<file path="src/rtl/nlm_pkg.sv">
// Shared widths and the per-stage payload of the NLM normalising divider.
// The divider turns the weighted pixel sum and weight sum produced by the
// systolic array into one rounded, saturated output pixel.
package nlm_pkg;

  localparam int DATA_WIDTH       = 12;
  localparam int WEIGHT_SUM_WIDTH = 14;
  localparam int PIX_SUM_WIDTH    = WEIGHT_SUM_WIDTH + DATA_WIDTH;
  localparam int LATENCY          = DATA_WIDTH + 2;

  // The remainder starts as the rounded numerator, one bit wider than the
  // pixel sum so that adding half the weight sum cannot wrap.
  localparam int REM_WIDTH        = PIX_SUM_WIDTH + 1;

  // Everything a sample needs while it walks down the division pipeline.
  typedef struct packed {
    logic                        valid;
    logic [REM_WIDTH-1:0]        rem;
    logic [WEIGHT_SUM_WIDTH-1:0] w;
    logic [DATA_WIDTH-1:0]       q;
    logic                        zero_w;
    logic                        ovf;
    logic [DATA_WIDTH-1:0]       center_pix;
  } stage_t;

  localparam stage_t STAGE_CLEAR = '0;

endpackage

</file>
<file path="src/rtl/nlm_div_stage.sv">
// One registered restoring-division step. Resolves quotient bit K by trying
// to subtract the divisor shifted left by K from the running remainder.
import nlm_pkg::*;

module nlm_div_stage #(
  parameter int K = 0
) (
  input  logic   clk,
  input  logic   rst_n,
  input  stage_t upstream,
  output stage_t downstream
);

  // One guard bit above the remainder lets the trial difference go negative.
  localparam int TRIAL_WIDTH = REM_WIDTH + 1;

  logic        [TRIAL_WIDTH-1:0] divisor_sh;
  logic signed [TRIAL_WIDTH-1:0] trial;

  // Trial subtraction of the shifted divisor from the current remainder.
  always_comb begin
    divisor_sh = {{(TRIAL_WIDTH-WEIGHT_SUM_WIDTH){1'b0}}, upstream.w} << K;
    trial      = $signed({1'b0, upstream.rem}) - $signed(divisor_sh);
  end

  // Register the step: keep the difference only when it did not go negative.
  always_ff @(posedge clk or negedge rst_n) begin
    if (!rst_n) begin
      downstream <= STAGE_CLEAR;
    end else begin
      downstream <= upstream;
      if (trial >= 0) begin
        downstream.rem  <= trial[REM_WIDTH-1:0];
        downstream.q[K] <= 1'b1;
      end else begin
        downstream.q[K] <= 1'b0;
      end
    end
  end

endmodule

</file>
<file path="src/rtl/nlm_div.sv">
// NLM normalising divider: pix_o = round(pix_sum_i / weight_sum_i), falling
// back to the centre pixel when no weight accumulated and clamping to full
// scale when the quotient does not fit. Fully pipelined, one sample per clock,
// fixed latency of DATA_WIDTH+2 cycles regardless of the data.
import nlm_pkg::*;

module nlm_div #(
  parameter int DATA_WIDTH       = nlm_pkg::DATA_WIDTH,
  parameter int WEIGHT_SUM_WIDTH = nlm_pkg::WEIGHT_SUM_WIDTH,
  parameter int PIX_SUM_WIDTH    = nlm_pkg::PIX_SUM_WIDTH
) (
  input  logic                        clk,
  input  logic                        rst_n,
  input  logic                        valid_i,
  input  logic [PIX_SUM_WIDTH-1:0]    pix_sum_i,
  input  logic [WEIGHT_SUM_WIDTH-1:0] weight_sum_i,
  input  logic [DATA_WIDTH-1:0]       center_pix_i,
  output logic                        valid_o,
  output logic [DATA_WIDTH-1:0]       pix_o
);

  localparam int NUM_WIDTH = PIX_SUM_WIDTH + 1;

  // Largest representable pixel; used when the quotient would not fit.
  function automatic logic [DATA_WIDTH-1:0] saturate(
    input logic                  ovf,
    input logic [DATA_WIDTH-1:0] q
  );
    return ovf ? {DATA_WIDTH{1'b1}} : q;
  endfunction

  // Final pixel choice: a zero weight sum means no neighbour contributed,
  // so the original centre pixel is passed through untouched.
  function automatic logic [DATA_WIDTH-1:0] select_pix(input stage_t s);
    return s.zero_w ? s.center_pix : saturate(s.ovf, s.q);
  endfunction

  logic [NUM_WIDTH-1:0] num;
  logic [NUM_WIDTH-1:0] ovf_limit;
  stage_t               s_p0;
  stage_t               chain [0:DATA_WIDTH];

  // Round-half-up numerator and the first value whose quotient overflows.
  always_comb begin
    num       = {1'b0, pix_sum_i}
              + {{(NUM_WIDTH-WEIGHT_SUM_WIDTH){1'b0}}, weight_sum_i >> 1};
    ovf_limit = {{(NUM_WIDTH-WEIGHT_SUM_WIDTH-DATA_WIDTH){1'b0}},
                 weight_sum_i, {DATA_WIDTH{1'b0}}};
  end

  // ---- stage 0: numerator, special-case flags and centre pixel ----
  // Capture the sample and precompute the cases that bypass the quotient.
  always_ff @(posedge clk or negedge rst_n) begin
    if (!rst_n) begin
      s_p0 <= STAGE_CLEAR;
    end else begin
      s_p0.valid      <= valid_i;
      s_p0.rem        <= num;
      s_p0.w          <= weight_sum_i;
      s_p0.q          <= '0;
      s_p0.zero_w     <= (weight_sum_i == '0);
      s_p0.ovf        <= (num >= ovf_limit);
      s_p0.center_pix <= center_pix_i;
    end
  end

  assign chain[0] = s_p0;

  // ---- stages 1..DATA_WIDTH: one quotient bit each, MSB first ----
  for (genvar gi = 0; gi < DATA_WIDTH; gi++) begin : g_step
    nlm_div_stage #(
      .K(DATA_WIDTH - 1 - gi)
    ) u_step (
      .clk        (clk),
      .rst_n      (rst_n),
      .upstream   (chain[gi]),
      .downstream (chain[gi+1])
    );
  end

  // ---- output stage: select pixel, hold it across bubbles ----
  // Only valid samples update pix_o so the last good pixel stays visible.
  always_ff @(posedge clk or negedge rst_n) begin
    if (!rst_n) begin
      valid_o <= 1'b0;
      pix_o   <= '0;
    end else begin
      valid_o <= chain[DATA_WIDTH].valid;
      if (chain[DATA_WIDTH].valid) begin
        pix_o <= select_pix(chain[DATA_WIDTH]);
      end
    end
  end

endmodule

</file>
<file path="config.mk">
export PLATFORM = sky130hd
export DESIGN_NAME = nlm_div
export DESIGN_NICKNAME = d
export VERILOG_FILES = /design/src/rtl/nlm_pkg.sv /design/src/rtl/nlm_div_stage.sv /design/src/rtl/nlm_div.sv
export SDC_FILE = /design/constraint.sdc
export NUM_CORES = 1
export LEC_CHECK = 0
export CORE_MARGIN = 5
export CORE_UTILIZATION = 60
export DETAILED_ROUTE_END_ITERATION = 10
export GPL_TIMING_DRIVEN = 0
export PLACE_DENSITY = 0.77
export SYNTH_ARGS = -nofsm -noshare
export SYNTH_HDL_FRONTEND = slang
export SYNTH_SLANG_ARGS = --single-unit
</file>
<file path="constraint.sdc">
create_clock -name clk -period 3.9 [get_ports clk]
set_clock_uncertainty 0.1 [all_clocks]
set_input_delay 0.39 -clock clk [delete_from_list [all_inputs] [get_ports clk]]
set_output_delay 0.39 -clock clk [all_outputs]
set_load 0.005 [all_outputs]
</file>
# --- After elaboration in Yosys (flattened, before gate mapping) ---
# Cells that the tools add are included.
word_totals:
  register_bits: 778
  output_inout_bits: 13
  wordCells: 142
classes:
  add_sub_neg: 13
  n_lt_le_gt_ge: 13
  n_mux: 25
  n_reduce_logical: 1
ops:
  columns: ["op", "count"]
  rows:
  - [">= comparator 28 x 1 -> 1 bit, second input constant", 12]
  - ["two-way mux 27 bit", 11]
  - ["subtractor 27 x 14 -> 28 bit", 1]
  - ["subtractor 27 x 15 -> 28 bit", 1]
  - ["subtractor 27 x 16 -> 28 bit", 1]
  - ["subtractor 27 x 17 -> 28 bit", 1]
  - ["subtractor 27 x 18 -> 28 bit", 1]
  - ["subtractor 27 x 19 -> 28 bit", 1]
  - ["subtractor 27 x 20 -> 28 bit", 1]
  - ["subtractor 27 x 21 -> 28 bit", 1]
  - ["subtractor 27 x 22 -> 28 bit", 1]
  - ["subtractor 27 x 23 -> 28 bit", 1]
  - ["subtractor 27 x 24 -> 28 bit", 1]
  - ["subtractor 27 x 25 -> 28 bit", 1]
  - ["adder 26 x 13 -> 27 bit", 1]
  - [">= comparator 27 x 26 -> 1 bit", 1]
  - ["two-way mux 12 bit", 2]
  - ["zero test 14 bit", 1]
  - ["two-way mux 1 bit", 12]

# --- Logic depth before layout (Yosys ltp) ---
# Gate-level depths: netlist of run 1.
depth:
  word_depth: 3
  ltp_mapped: 18

# --- By module ---
# Synthesis of run 1 repeated with hierarchy kept, for this count alone.
unflattened:
  hier_cells: 3091
  area_unflattened_um2: 37721.2
by_module_without_submodules:
  columns: ["module", "instances", "cells_each", "area_each_um2"]
  rows:
  - ["nlm_div", 1, 290, 3280.6]
  - ["nlm_div_stage (g_step[8].u_step)", 1, 262, 3037.9]
  - ["nlm_div_stage (g_step[10].u_step)", 1, 247, 3026.7]
  - ["nlm_div_stage (g_step[6].u_step)", 1, 238, 2971.6]
  - ["nlm_div_stage (g_step[5].u_step)", 1, 239, 2949.1]
  - ["nlm_div_stage (g_step[7].u_step)", 1, 234, 2916.5]
  - ["nlm_div_stage (g_step[11].u_step)", 1, 248, 2906.5]
  - ["nlm_div_stage (g_step[9].u_step)", 1, 244, 2856.5]
  - ["nlm_div_stage (g_step[4].u_step)", 1, 241, 2822.7]
  - ["nlm_div_stage (g_step[0].u_step)", 1, 210, 2777.7]
  - ["nlm_div_stage (g_step[3].u_step)", 1, 221, 2740.1]
  - ["nlm_div_stage (g_step[2].u_step)", 1, 203, 2725.1]
  - ["nlm_div_stage (g_step[1].u_step)", 1, 214, 2710.1]

# --- Worst setup path before layout of run 1 ---
# OpenSTA, ideal clock, no wires.
synth_timing:
  path_type: "input to register"
  from: "input pix_sum_i[0]"
  to: "register s_p0, in the netlist chain[828]"
  setup_ps: 110
  arrival_time_ps: 4047
  required_ps: 3690
  setup_slack_ps: -357
  path_stages: 16
  path_cell_list: "ha_1 > fa_1 > a211oi_1 > o21ai_0 > a31o_2 > a31o_2 > a31o_2 > clkbuf_1 > xor2_1 > ha_1 > nand4b_1 > nor4_1 > nand2_1 > or4_1 > or4_1 > o41ai_1"
synth_between:
  elab_chain_len: 2
synth_lines:
  columns: ["item", "line_no", "text"]
  rows:
  - ["start: declaration", "nlm_div.sv:15", "input logic [PIX_SUM_WIDTH-1:0] pix_sum_i,"]
  - ["adder 26 x 13 -> 27 bit", "nlm_div.sv:46", "+ {{(NUM_WIDTH-WEIGHT_SUM_WIDTH){1'b0}}, weight_sum_i >> 1};"]
  - ["named net num[14]", "nlm_div.sv:38", "logic [NUM_WIDTH-1:0] num;"]
  - [">= comparator 27 x 26 -> 1 bit", "nlm_div.sv:62", "s_p0.ovf <= (num >= ovf_limit);"]
  - ["end: declaration", "nlm_div.sv:40", "stage_t s_p0;"]
# The timed path passes the listed nets, and every way through them passes these cells.
# A chain may end at the register's enable or synchronous reset.

# --- Worst setup path after layout of run 1 ---
layout_timing:
  from: "input weight_sum_i[4]"
  to: "register s_p0, in the netlist chain[828]"
layout_between:
  elab_chain_len: 2
layout_lines:
  columns: ["item", "line_no", "text"]
  rows:
  - ["start: declaration", "nlm_div.sv:16", "input logic [WEIGHT_SUM_WIDTH-1:0] weight_sum_i,"]
  - ["adder 26 x 13 -> 27 bit", "nlm_div.sv:46", null]
  - ["named net num[15]", "nlm_div.sv:38", null]
  - [">= comparator 27 x 26 -> 1 bit", "nlm_div.sv:62", null]
# The timed path passes the listed nets, and every way through them passes these cells.

==> run metrics, run 1 <==
outcome=finished, violations left; failing checks=setup timing; filler cell count=3546; hold crit path type=in2reg; R2R Setup Slk=0.22 ns; achievable frequency=0.239 GHz; met3 usage=2.93%; Post-synth EDFFs=0; die area=58400 um2; synthesized cell area=32200 um2; top cells by area, synth=dfrtp_1, ha_1, inv_1; cell with the most instances after synthesis=dfrtp_1; R2R Path Start=g_step[1].u_step.downstream[49]; number of buffers created by CTS=77; Global Route met2 Usage=44.0%; # rows=84; layout net count=3109; number of global-route vias before repair=22600; IO buf count=67; First-pass DRT Iterations=6; core footprint=52900 um2; post-synthesis cell type count=83; P per Cell Area=751 nW/um2; Startpoint Class=input pin; drt via density=5.73; mean area per synthesized cell=12.0 um2; combinational family with the most area after synthesis=compound AO/OA/AOI/OAI gates; CP Capture Type=flop; worst-skew pair later-pin latency=0.62 ns; clock sinks=778; ys flop type=dfrtp_1; Slew HR=36.6%; Peak VDD IR=353 uV; RSZ-0062 raised after global routing=true; FF+latch count, synth=778; Hold EP=chain[843]; crit-path max FO=7; crit path DAT=4.57 ns; Slew Viols, Final=0; final setup violation count=1; ANT nets after route=0; share of post-route cells with drive strength above 1=9.08%; CP Class=in2reg; post-synthesis mux area share=2.87%; Synth Area in Simple Gates=9.18%; Final WS setup=-0.292 ns; Worst-Margin Slew=0.937 ns; final hold vios=0; sequential share of the synthesized area=60.5%; Mapped Cells=2692; die width=242 um; Leak=16.9 nW; total gr overflow=0; post-synthesis xor/xnor area fraction=4.03%; Via Count=20600; Crit path required time=4.28 ns; Root Driver=clkbuf_16; Post-synth ARST share=100%; largest net degree at the start of global routing=139; Ports=68; Compound-Gate Fraction of Synth Area=11.8%; yosys warns=0; initial antenna violation count=0; ratio of final minimum period to clock period=107%; Detailed Place HPWL=44400 um; fin crit period=4.19 ns; leading area contributor after synthesis=dfrtp_1; most frequent cells after synthesis=dfrtp_1, inv_1, ha_1, nand2_1, nor2_1; wire length per cell=18.0 um; CTS tree=done; total global-route track usage=22.5%; Synth Area in Adders=8.33%; Setup TNS=-0.292 ns; dpl cells=3453; first-pass GRT wire length=109000 um; Synth-to-Final Area Change=14.1%; Inserted Diodes=0; Die H=242 um; R2R cell count=12; Initial Util=60.9%; # DRC=0; Hold Path Stages=1; Yosys top cell area share=60.5%; gr busiest metal=met2; hold path start=weight_sum_i[1]; GP Congestion=0.973; Clock Pin Slew Worst Setup and Hold Paths=0.06 ns; M1 GR Usage=23.2%; WL final=64600 um; H-tree depth=3; CTS max path bufs=3; non-filler instance count after layout=3595; Synth Net Count=2954; max-cap violation count=0; DRT iter0 DRCs=1205; R2R Path End=g_step[2].u_step.downstream[60]
-- state kept, by name (all words and copies together), names as in the netlist --
signal and cells:
chain 56, g_step.u_step.downstream 709, pix_o 12, valid_o 1
-- where the power goes --
part | internal (mW) | total (mW) | switching (mW) | leakage [nW]
clock network | 4.45 | 7.56 | 3.11 | 1.31
registers | 9.84 | 10.9 | 1.05 | 8.96
logic | 4.04 | 9.11 | 5.07 | 6.61
total | 18.3 | 27.6 | 9.23 | 16.9
-- logic make-up after synthesis --
logic type               Yosys count
flip-flops                       778
AND/OR/NAND/NOR                  610
AO/OA/AOI/OAI                    596
adder cells (fa/ha/maj)          207
XOR/XNOR                         148
buffers and inverters            272
multiplexers                      81
-- cell usage in the layout, fill, tap and decap left out, types with 41 or more instances in the layout --
cell             synthesis  routed
o21ai_0                158     155
a21o_1                  59      59
xor2_1                  67      67
nand2_1                173     172
ha_1                   195     191
dfrtp_1                778     778
mux2_2                  61      61
inv_1                  233     233
clkdlybuf4s50_1          0      64
nor2_1                 171     169
clkbuf_1                29      41
nor3_1                  54      54
xnor2_1                 81      81
a21oi_1                155     153
clkbuf_16                0      77
-- per-layer routing --
layer / vias up / share of wire [%]
met5: - / 0
met4: 0 / 5.1
met3: 206 / 3.1
met2: 549 / 56
met1: 10200 / 36
li1: 9665 / -
-- metrics by stage --
stage	hold slack, ns	cell area [um2]	power [mW]	utilization, %	setup slack [ns]
5_1_grt	0.0331	36700	29.3	69.4	-0.319
6_report	0.0453	36700	27.6	69.4	-0.292
4_1_cts	0.0153	36600	27.6	69.3	-0.230
3_5_place_dp	0.235	33900	19.7	64.1	-1.53
2_1_floorplan	-0.00559	32200	17.5	-	-0.221
3_3_place_gp	0.231	33700	19.3	63.8	-29.47
-- how the worst max path moves through the flow --
stage	start	end	depth (start not counted)
6_report	weight_sum_i[4]	chain[828]	16
5_1_grt	weight_sum_i[3]	chain[828]	16
4_1_cts	pix_sum_i[0]	chain[828]	16
3_5_place_dp	weight_sum_i[3]	chain[828]	16
3_3_place_gp	rst_n	chain[855]	1
2_1_floorplan	pix_sum_i[0]	chain[828]	16
-- worst max-delay path, cell delays in order --
cell	delay [ns]
clkdlybuf4s50_1	0.54
ha_4	0.36
o21ai_0	0.11
o21ai_1	0.26
a41oi_2	0.19
a21oi_2	0.26
a22o_4	0.24
nand2_1	0.08
xnor2_1	0.23
ha_1	0.31
a2111oi_1	0.47
o21ai_0	0.21
a221oi_2	0.31
o31ai_1	0.12
a31oi_2	0.35
o41ai_2	0.14
-- what timing repair did --
| action | 4_1_cts | 5_1_grt |
|---|---|---|
| resized for setup | 22 | 7 |
| pin swaps | 0 | 4 |
| setup endpoints to repair | 15 | 55 |
| hold endpoints to repair | 74 | 0 |
| hold buffers | 1 | 0 |
| setup buffers | 0 | 3 |
-- final cells by class --
cell class / count / area (um2) / share of cell area, %
well taps: 688 / 861 / 2.35
repair buffers: 77 / 871 / 2.37
clock buffers: 105 / 2180 / 5.95
multi-input cells: 1642 / 11800 / 32.1
flip-flops and latches: 778 / 19500 / 53.0
plain buffers: 35 / 161 / 0.440
inverters: 236 / 886 / 2.41
clock inverters: 34 / 475 / 1.30
Note: power is estimated with default switching activity, not from simulation.
==> run 2: changes to the inputs <==
--- a/config.mk
+++ b/config.mk
@@ -5,11 +5,14 @@
 export SDC_FILE = /design/constraint.sdc
 export NUM_CORES = 1
 export LEC_CHECK = 0
+export CAP_MARGIN = 15
 export CORE_MARGIN = 5
 export CORE_UTILIZATION = 60
+export CTS_BUF_LIST = sky130_fd_sc_hd__clkbuf_4 sky130_fd_sc_hd__clkbuf_8
 export DETAILED_ROUTE_END_ITERATION = 10
 export GPL_TIMING_DRIVEN = 0
 export PLACE_DENSITY = 0.77
+export SKIP_LAST_GASP = 1
 export SYNTH_ARGS = -nofsm -noshare
 export SYNTH_HDL_FRONTEND = slang
 export SYNTH_SLANG_ARGS = --single-unit
==> run 2 against run 1 <==
Net effect:
- the flow still finishes with violations (setup timing)
- power decreased by 2.3%
- combinational power about the same
- worst setup slack improved by 0.080 ns
- global-route usage fell by 0.70 points
- via count rose by 0.66%
- critical path depth increased by 1
==> run metrics, run 2 (synthesis results as in run 1) <==
Detailed Place HPWL=44400 um (unchanged); WL final=62500 um (was 64600 um); P per Cell Area=733 nW/um2 (was 751 nW/um2); initial antenna violation count=2 (was 0); Final WS setup=-0.212 ns (was -0.292 ns); Multi-input gate area=11800 um2 (about the same); wire length per cell=17.0 um (was 18.0 um); Crit path required time=4.40 ns (was 4.28 ns); Startpoint Class=input pin (unchanged); DRT iter0 DRCs=1142 (was 1205); most common cell after layout, fill and taps aside=dfrtp_1 (unchanged); filler cell count=3590 (was 3546); H-tree depth=3 (unchanged); Hold Worst Slack=0.126 ns (was 0.0453 ns); drt via density=5.63 (was 5.73); die width=242 um (unchanged); part of the power in registers=40.3% (was 39.5%); failing checks=setup timing (unchanged); Root Driver=clkbuf_8 (was clkbuf_16); number of buffers created by CTS=117 (was 77); final hold vios=0 (unchanged); Net Switching=9.04 mW (was 9.23 mW); slowest library cell on the worst path=or4_1 (was clkdlybuf4s50_1); achievable frequency=0.243 GHz (was 0.239 GHz); Peak VDD IR=349 uV (was 353 uV); # DRC=0 (unchanged); core footprint=52900 um2 (unchanged); pre-CTS WS=-1.53 ns (unchanged); crit-path max FO=8 (was 7); First-pass DRT Iterations=6 (unchanged); first-pass GRT wire length=106000 um (was 109000 um); R2R Setup Slk=0.24 ns (was 0.22 ns); Ports=68 (unchanged); share of post-route cells with drive strength above 1=11.4% (was 9.08%); layout net count=3164 (was 3109); total gr overflow=0 (unchanged); R2R cell count=12 (unchanged); Via Count=20700 (was 20600); Die H=242 um (unchanged); GP Congestion=0.973 (unchanged); hold crit path type=in2async (was in2reg); sequential standard cell area=19500 um2 (unchanged); number of global-route vias before repair=22700 (was 22600); crit path DAT=4.61 ns (was 4.57 ns); CP Class=in2reg (unchanged); Initial Util=60.9% (unchanged); most frequent cells in the layout=dfrtp_1, inv_1, ha_1 (unchanged); Top reg by flops=g_step.u_step.downstream (unchanged); CTS max path bufs=3 (unchanged); worst-skew pair later-pin latency=0.74 ns (was 0.62 ns); Worst-Margin Slew=0.958 ns (was 0.937 ns); CP Capture Type=flop (unchanged); ANT nets after route=0 (unchanged); Synth-to-Final Area Change=14.2% (was 14.1%); Slew HR=35.1% (was 36.6%); # rows=84 (unchanged); Sw Share=33.6% (was 33.5%); Int Power=17.9 mW (was 18.3 mW); Slew Viols, Final=0 (unchanged); RSZ-0062 raised after global routing=true (unchanged); CP peak stage delay=0.42 ns (was 0.54 ns); clock sinks=778 (unchanged); clock share of power=26.0% (was 27.4%); largest net degree at the start of global routing=139 (unchanged); combinational group share of total power=33.7% (was 33.1%); Leak=17.0 nW (was 16.9 nW); number of flip-flops in the largest register=709 (unchanged); fin crit period=4.11 ns (was 4.19 ns); die area=58400 um2 (unchanged); outcome=finished, violations left (unchanged); CTS tree=done (unchanged); max-cap violation count=0 (unchanged); R2R Path Start=g_step[1].u_step.downstream[49] (unchanged); IO buf count=67 (unchanged); CP most frequent cell=nand2_1 (was o21ai_0); total global-route track usage=21.8% (was 22.5%); final setup violation count=1 (unchanged); R2R Path End=g_step[2].u_step.downstream[65] (was g_step[2].u_step.downstream[60]); Cell Chain, Critical Path=clkdlybuf4s50_1 > ha_2 > fa_2 > a211oi_2 > o21ai_0 > a31o_2 > a31o_2 > a31o_4 > nand2_1 > xnor2_1 > ha_1 > nand2_1 > nor4_2 > nand2_1 > or4_1 > or4_1 > o41ai_2 (was clkdlybuf4s50_1 > ha_4 > o21ai_0 > o21ai_1 > a41oi_2 > a21oi_2 > a22o_4 > nand2_1 > xnor2_1 > ha_1 > a2111oi_1 > o21ai_0 > a221oi_2 > o31ai_1 > a31oi_2 > o41ai_2); Clock Pin Slew Worst Setup and Hold Paths=0.06 ns (about the same); ratio of final minimum period to clock period=105% (was 107%)
run 2: changes by cell type in the layout (fill, tap and decap cells not counted), moves of 9 or more:
cell           before  now
clkbuf_4            0   43
clkbuf_16          77    0
clkinv_2           16    7
clkbuf_1           41   28
clkbuf_8           15  146
dlygate4sd3_1       1   16
run 2: cell type report:
type / count / share of cell area, %
Timing Repair Buffer: 92 / 2.78
Sequential cell: 778 / 53.0
Buffer: 35 / 0.439
Clock inverter: 17 / 0.660
Multi-Input combinational cell: 1642 / 32.0
Clock buffer: 189 / 6.34
Antenna cell: 2 / 0.0136
Tap cell: 688 / 2.34
Inverter: 236 / 2.41
run 2: worst max path at each step:
stage	startpoint	to	slack, ns	cells after the start
floorplan	pix_sum_i[0]	chain[828]	-0.22	16
global placement	rst_n	chain[855]	-29.47	1
detailed placement	weight_sum_i[3]	chain[828]	-1.53	16
CTS	pix_sum_i[0]	chain[828]	-0.18	17
global route	pix_sum_i[0]	chain[828]	-0.33	17
finish	pix_sum_i[0]	chain[828]	-0.21	17
run 2: repair_timing:
| action | CTS | global route |
|---|---|---|
| setup endpoints to repair | 11 | 54 |
| hold endpoints to repair | 98 | 0 |
| gates resized for setup | 15 | 9 |
| hold buffers | 16 | 0 |
| setup buffers | 0 | 3 |
| pin swaps | 0 | 1 |
| cloned | 0 | 0 |
run 2: power groups by stage:
stage,combinational [mW],sequential [mW],clock [mW]
2_1_floorplan,6.87,10.7,0
3_3_place_gp,8.34,10.9,0
3_5_place_dp,8.78,11.0,0
4_1_cts,8.91,10.8,7.19
5_1_grt,10.1,11.1,7.57
6_report,9.08,10.8,7.01
run 2: worst max-delay path, delay by kind of cell:
kind / cells / cell delay, ns
AOI/OAI and AO/OA: 6 / 1.41
xor gates and xnor gates: 1 / 0.10
adders and majority gates: 3 / 0.87
buffers and inverters: 1 / 0.41
and+or+nand+nor: 6 / 1.42
run 2: layer usage:
metal  share of wire [%]  vias to the layer above  GRT usage (%)
li1                    -                     9797              -
met1                  37                    10200           22.8
met2                  55                      530           41.5
met3                 3.4                      230           3.38
met4                 5.3                        0           12.7
met5                   0                        -              0
run 2: through the flow:
step	cells	TNS (ns)	power, mW	utilization, %	area, um2
4_1_cts	3674	-0.180	26.9	69.4	36700
5_1_grt	3679	-0.326	28.8	69.5	36800
6_report	3679	-0.212	26.9	69.5	36800
2_1_floorplan	2692	-0.221	17.5	-	32200
3_3_place_gp	3447	-	19.3	63.8	33700
3_5_place_dp	3453	-2.51	19.7	64.1	33900
==> run 3: changes to the inputs <==
--- a/config.mk
+++ b/config.mk
@@ -12,6 +12,7 @@
 export DETAILED_ROUTE_END_ITERATION = 10
 export GPL_TIMING_DRIVEN = 0
 export PLACE_DENSITY = 0.77
+export SKIP_CTS_REPAIR_TIMING = 1
 export SKIP_LAST_GASP = 1
 export SYNTH_ARGS = -nofsm -noshare
 export SYNTH_HDL_FRONTEND = slang
==> run 3 against run 2 <==
Net effect:
- the flow still finishes with violations (setup timing)
- clock power about the same
- first-iteration DRC count up 1.8%
- combinational power about the same
- hold slack worse by 0.086 ns
- critical path depth down 1
- clock-buffer cell count unchanged
- via count up 0.11%
- global-route usage down 0.26 points
- die area unchanged
- fmax about the same
- cell count up 0.46%
- power about the same
- critical endpoint unchanged
- largest power group unchanged
==> run metrics, run 3 (synthesis results as in run 1) <==
CTS max path bufs=3 (unchanged); Net Switching=9.02 mW (was 9.04 mW); Int Power=17.9 mW (about the same); worst-skew pair later-pin latency=0.74 ns (about the same); Startpoint Class=input pin (unchanged); Synth-to-Final Area Change=15.4% (was 14.2%); Hold EP=chain[819]; Via Count=20700 (about the same); CTS tree=done (unchanged); Root Driver=clkbuf_8 (unchanged); fin crit period=4.11 ns (about the same); most frequent cells in the layout=dfrtp_1, inv_1, ha_1 (unchanged); final hold vios=0 (unchanged); crit-path max FO=4 (was 8); hold path start=center_pix_i[3]; number of global-route vias before repair=22600 (was 22700); share of post-route cells with drive strength above 1=12.3% (was 11.4%); most common cell after layout, fill and taps aside=dfrtp_1 (unchanged); layout net count=3181 (was 3164); Slew HR=34.7% (was 35.1%); core footprint=52900 um2 (unchanged); # rows=84 (unchanged); die area=58400 um2 (unchanged); Detailed Place HPWL=44400 um (unchanged); Initial Util=60.9% (unchanged); P per Cell Area=726 nW/um2 (was 733 nW/um2); R2R Path Start=g_step[1].u_step.downstream[49] (unchanged); First-pass DRT Iterations=5 (was 6); Leak=17.2 nW (was 17.0 nW); Worst-Margin Slew=0.964 ns (was 0.958 ns); largest net degree at the start of global routing=139 (unchanged); Tot Pwr=26.9 mW (about the same); Top delay family on crit path=simple AND/OR/NAND/NOR gates (unchanged); clock share of power=26.0% (about the same); DRT iter0 DRCs=1162 (was 1142); drt via density=5.61 (was 5.63); CP Buf/Inv Count=1 (unchanged); Sw Share=33.5% (was 33.6%); total global-route track usage=21.6% (was 21.8%); Crit path required time=4.40 ns (about the same); fin util=70.2% (was 69.5%); Top reg by flops=g_step.u_step.downstream (unchanged); IO buf count=67 (unchanged); CP Capture Type=flop (unchanged); WL final=62500 um (about the same); Final WS setup=-0.208 ns (was -0.212 ns); part of the power in registers=40.3% (about the same); failing checks=setup timing (unchanged); Clock Pin Slew Worst Setup and Hold Paths=0.06 ns (about the same); hold crit path type=in2reg (was in2async); Peak VDD IR=339 uV (was 349 uV); total gr overflow=0 (unchanged); number of buffers created by CTS=117 (unchanged); R2R cell count=12 (unchanged); die width=242 um (unchanged); R2R Setup Slk=0.18 ns (was 0.24 ns); wire length per cell=16.9 um (was 17.0 um); initial antenna violation count=1 (was 2); ratio of final minimum period to clock period=105% (about the same); filler cell count=3543 (was 3590); number of flip-flops in the largest register=709 (unchanged); combinational group share of total power=33.8% (was 33.7%); R2R Path End=g_step[2].u_step.downstream[65] (unchanged); final setup violation count=1 (unchanged); achievable frequency=0.243 GHz (about the same); slowest library cell on the worst path=clkdlybuf4s50_1 (was or4_1); outcome=finished, violations left (unchanged); Die H=242 um (unchanged); Cell Chain, Critical Path=clkdlybuf4s50_1 > ha_4 > a21o_1 > a21o_1 > a41oi_2 > a21oi_2 > a22o_4 > nand4_1 > xnor2_2 > ha_1 > nand4b_1 > nor4_2 > nand2_1 > or4_4 > or4_4 > o41ai_4 (was clkdlybuf4s50_1 > ha_2 > fa_2 > a211oi_2 > o21ai_0 > a31o_2 > a31o_2 > a31o_4 > nand2_1 > xnor2_1 > ha_1 > nand2_1 > nor4_2 > nand2_1 > or4_1 > or4_1 > o41ai_2); RSZ-0062 raised after global routing=true (unchanged); clock sinks=778 (unchanged); first-pass GRT wire length=105000 um (was 106000 um); crit path DAT=4.61 ns (about the same); CP Class=in2reg (unchanged); max-cap violation count=0 (unchanged); Hold Path Stages=1; Hold Worst Slack=0.0401 ns (was 0.126 ns); H-tree depth=3 (unchanged); ANT nets after route=0 (unchanged); # DRC=0 (unchanged); Ports=68 (unchanged); Slew Viols, Final=0 (unchanged); GP Congestion=0.973 (unchanged); CP peak stage delay=0.53 ns (was 0.42 ns)
run 3: worst max path at each step:
stage,from,to,slack [ns],cells after the start
after detailed placement,weight_sum_i[3],chain[828],-1.53,16
after floorplan,pix_sum_i[0],chain[828],-0.22,16
after global routing,pix_sum_i[4],chain[828],-0.25,16
final,pix_sum_i[7],chain[828],-0.21,16
after CTS,weight_sum_i[3],chain[828],-0.77,16
after global placement,rst_n,chain[855],-29.47,1
run 3: metrics by stage:
step / instances / instance area (um2) / setup WS (ns) / setup TNS (ns)
finish: 3696 / 37100 / -0.208 / -0.208
floorplan: 2692 / 32200 / -0.221 / -0.221
global route: 3695 / 37100 / -0.255 / -0.272
CTS: 3659 / 36500 / -0.768 / -2.02
detailed placement: 3453 / 33900 / -1.53 / -2.51
global placement: 3447 / 33700 / -29.47 / -
run 3: area by class of cell:
| type | count | area (um2) | share of cell area (%) |
|---|---|---|---|
| timing repair buffer | 109 | 1220 | 3.29 |
| clock inverter | 17 | 243 | 0.654 |
| multi-input combinational | 1642 | 12000 | 32.2 |
| tap | 688 | 861 | 2.32 |
| sequential | 778 | 19500 | 52.4 |
| clock buffer | 189 | 2330 | 6.28 |
| buffer | 35 | 161 | 0.435 |
| antenna | 2 | 5.00 | 0.0135 |
| inverter | 236 | 886 | 2.39 |
run 3: worst reg2reg max path, delay by kind of cell, from the launching register on:
| family | cells | cell delay, ns |
|---|---|---|
| DFF | 1 | 0.38 |
| buffers and inverters | 3 | 0.52 |
| AOI/OAI and AO/OA | 4 | 1.64 |
| and+or+nand+nor | 2 | 0.29 |
| muxes | 1 | 0.11 |
| adders and majority gates | 2 | 0.58 |
run 3: routing by layer:
layer | vias up | part of all wire (%) | track usage [%]
li1 | 9827 | - | -
met1 | 10200 | 37 | 22.5
met2 | 520 | 54 | 40.8
met3 | 224 | 3.3 | 3.38
met4 | 0 | 5.6 | 12.8
met5 | - | 0 | 0
run 3: power groups by stage:
stage | logic (mW) | clock network, mW | registers [mW]
2_1_floorplan | 6.87 | 0 | 10.7
3_3_place_gp | 8.34 | 0 | 10.9
3_5_place_dp | 8.78 | 0 | 11.0
4_1_cts | 8.89 | 7.19 | 10.8
5_1_grt | 10.2 | 7.56 | 11.1
6_report | 9.10 | 7.00 | 10.8
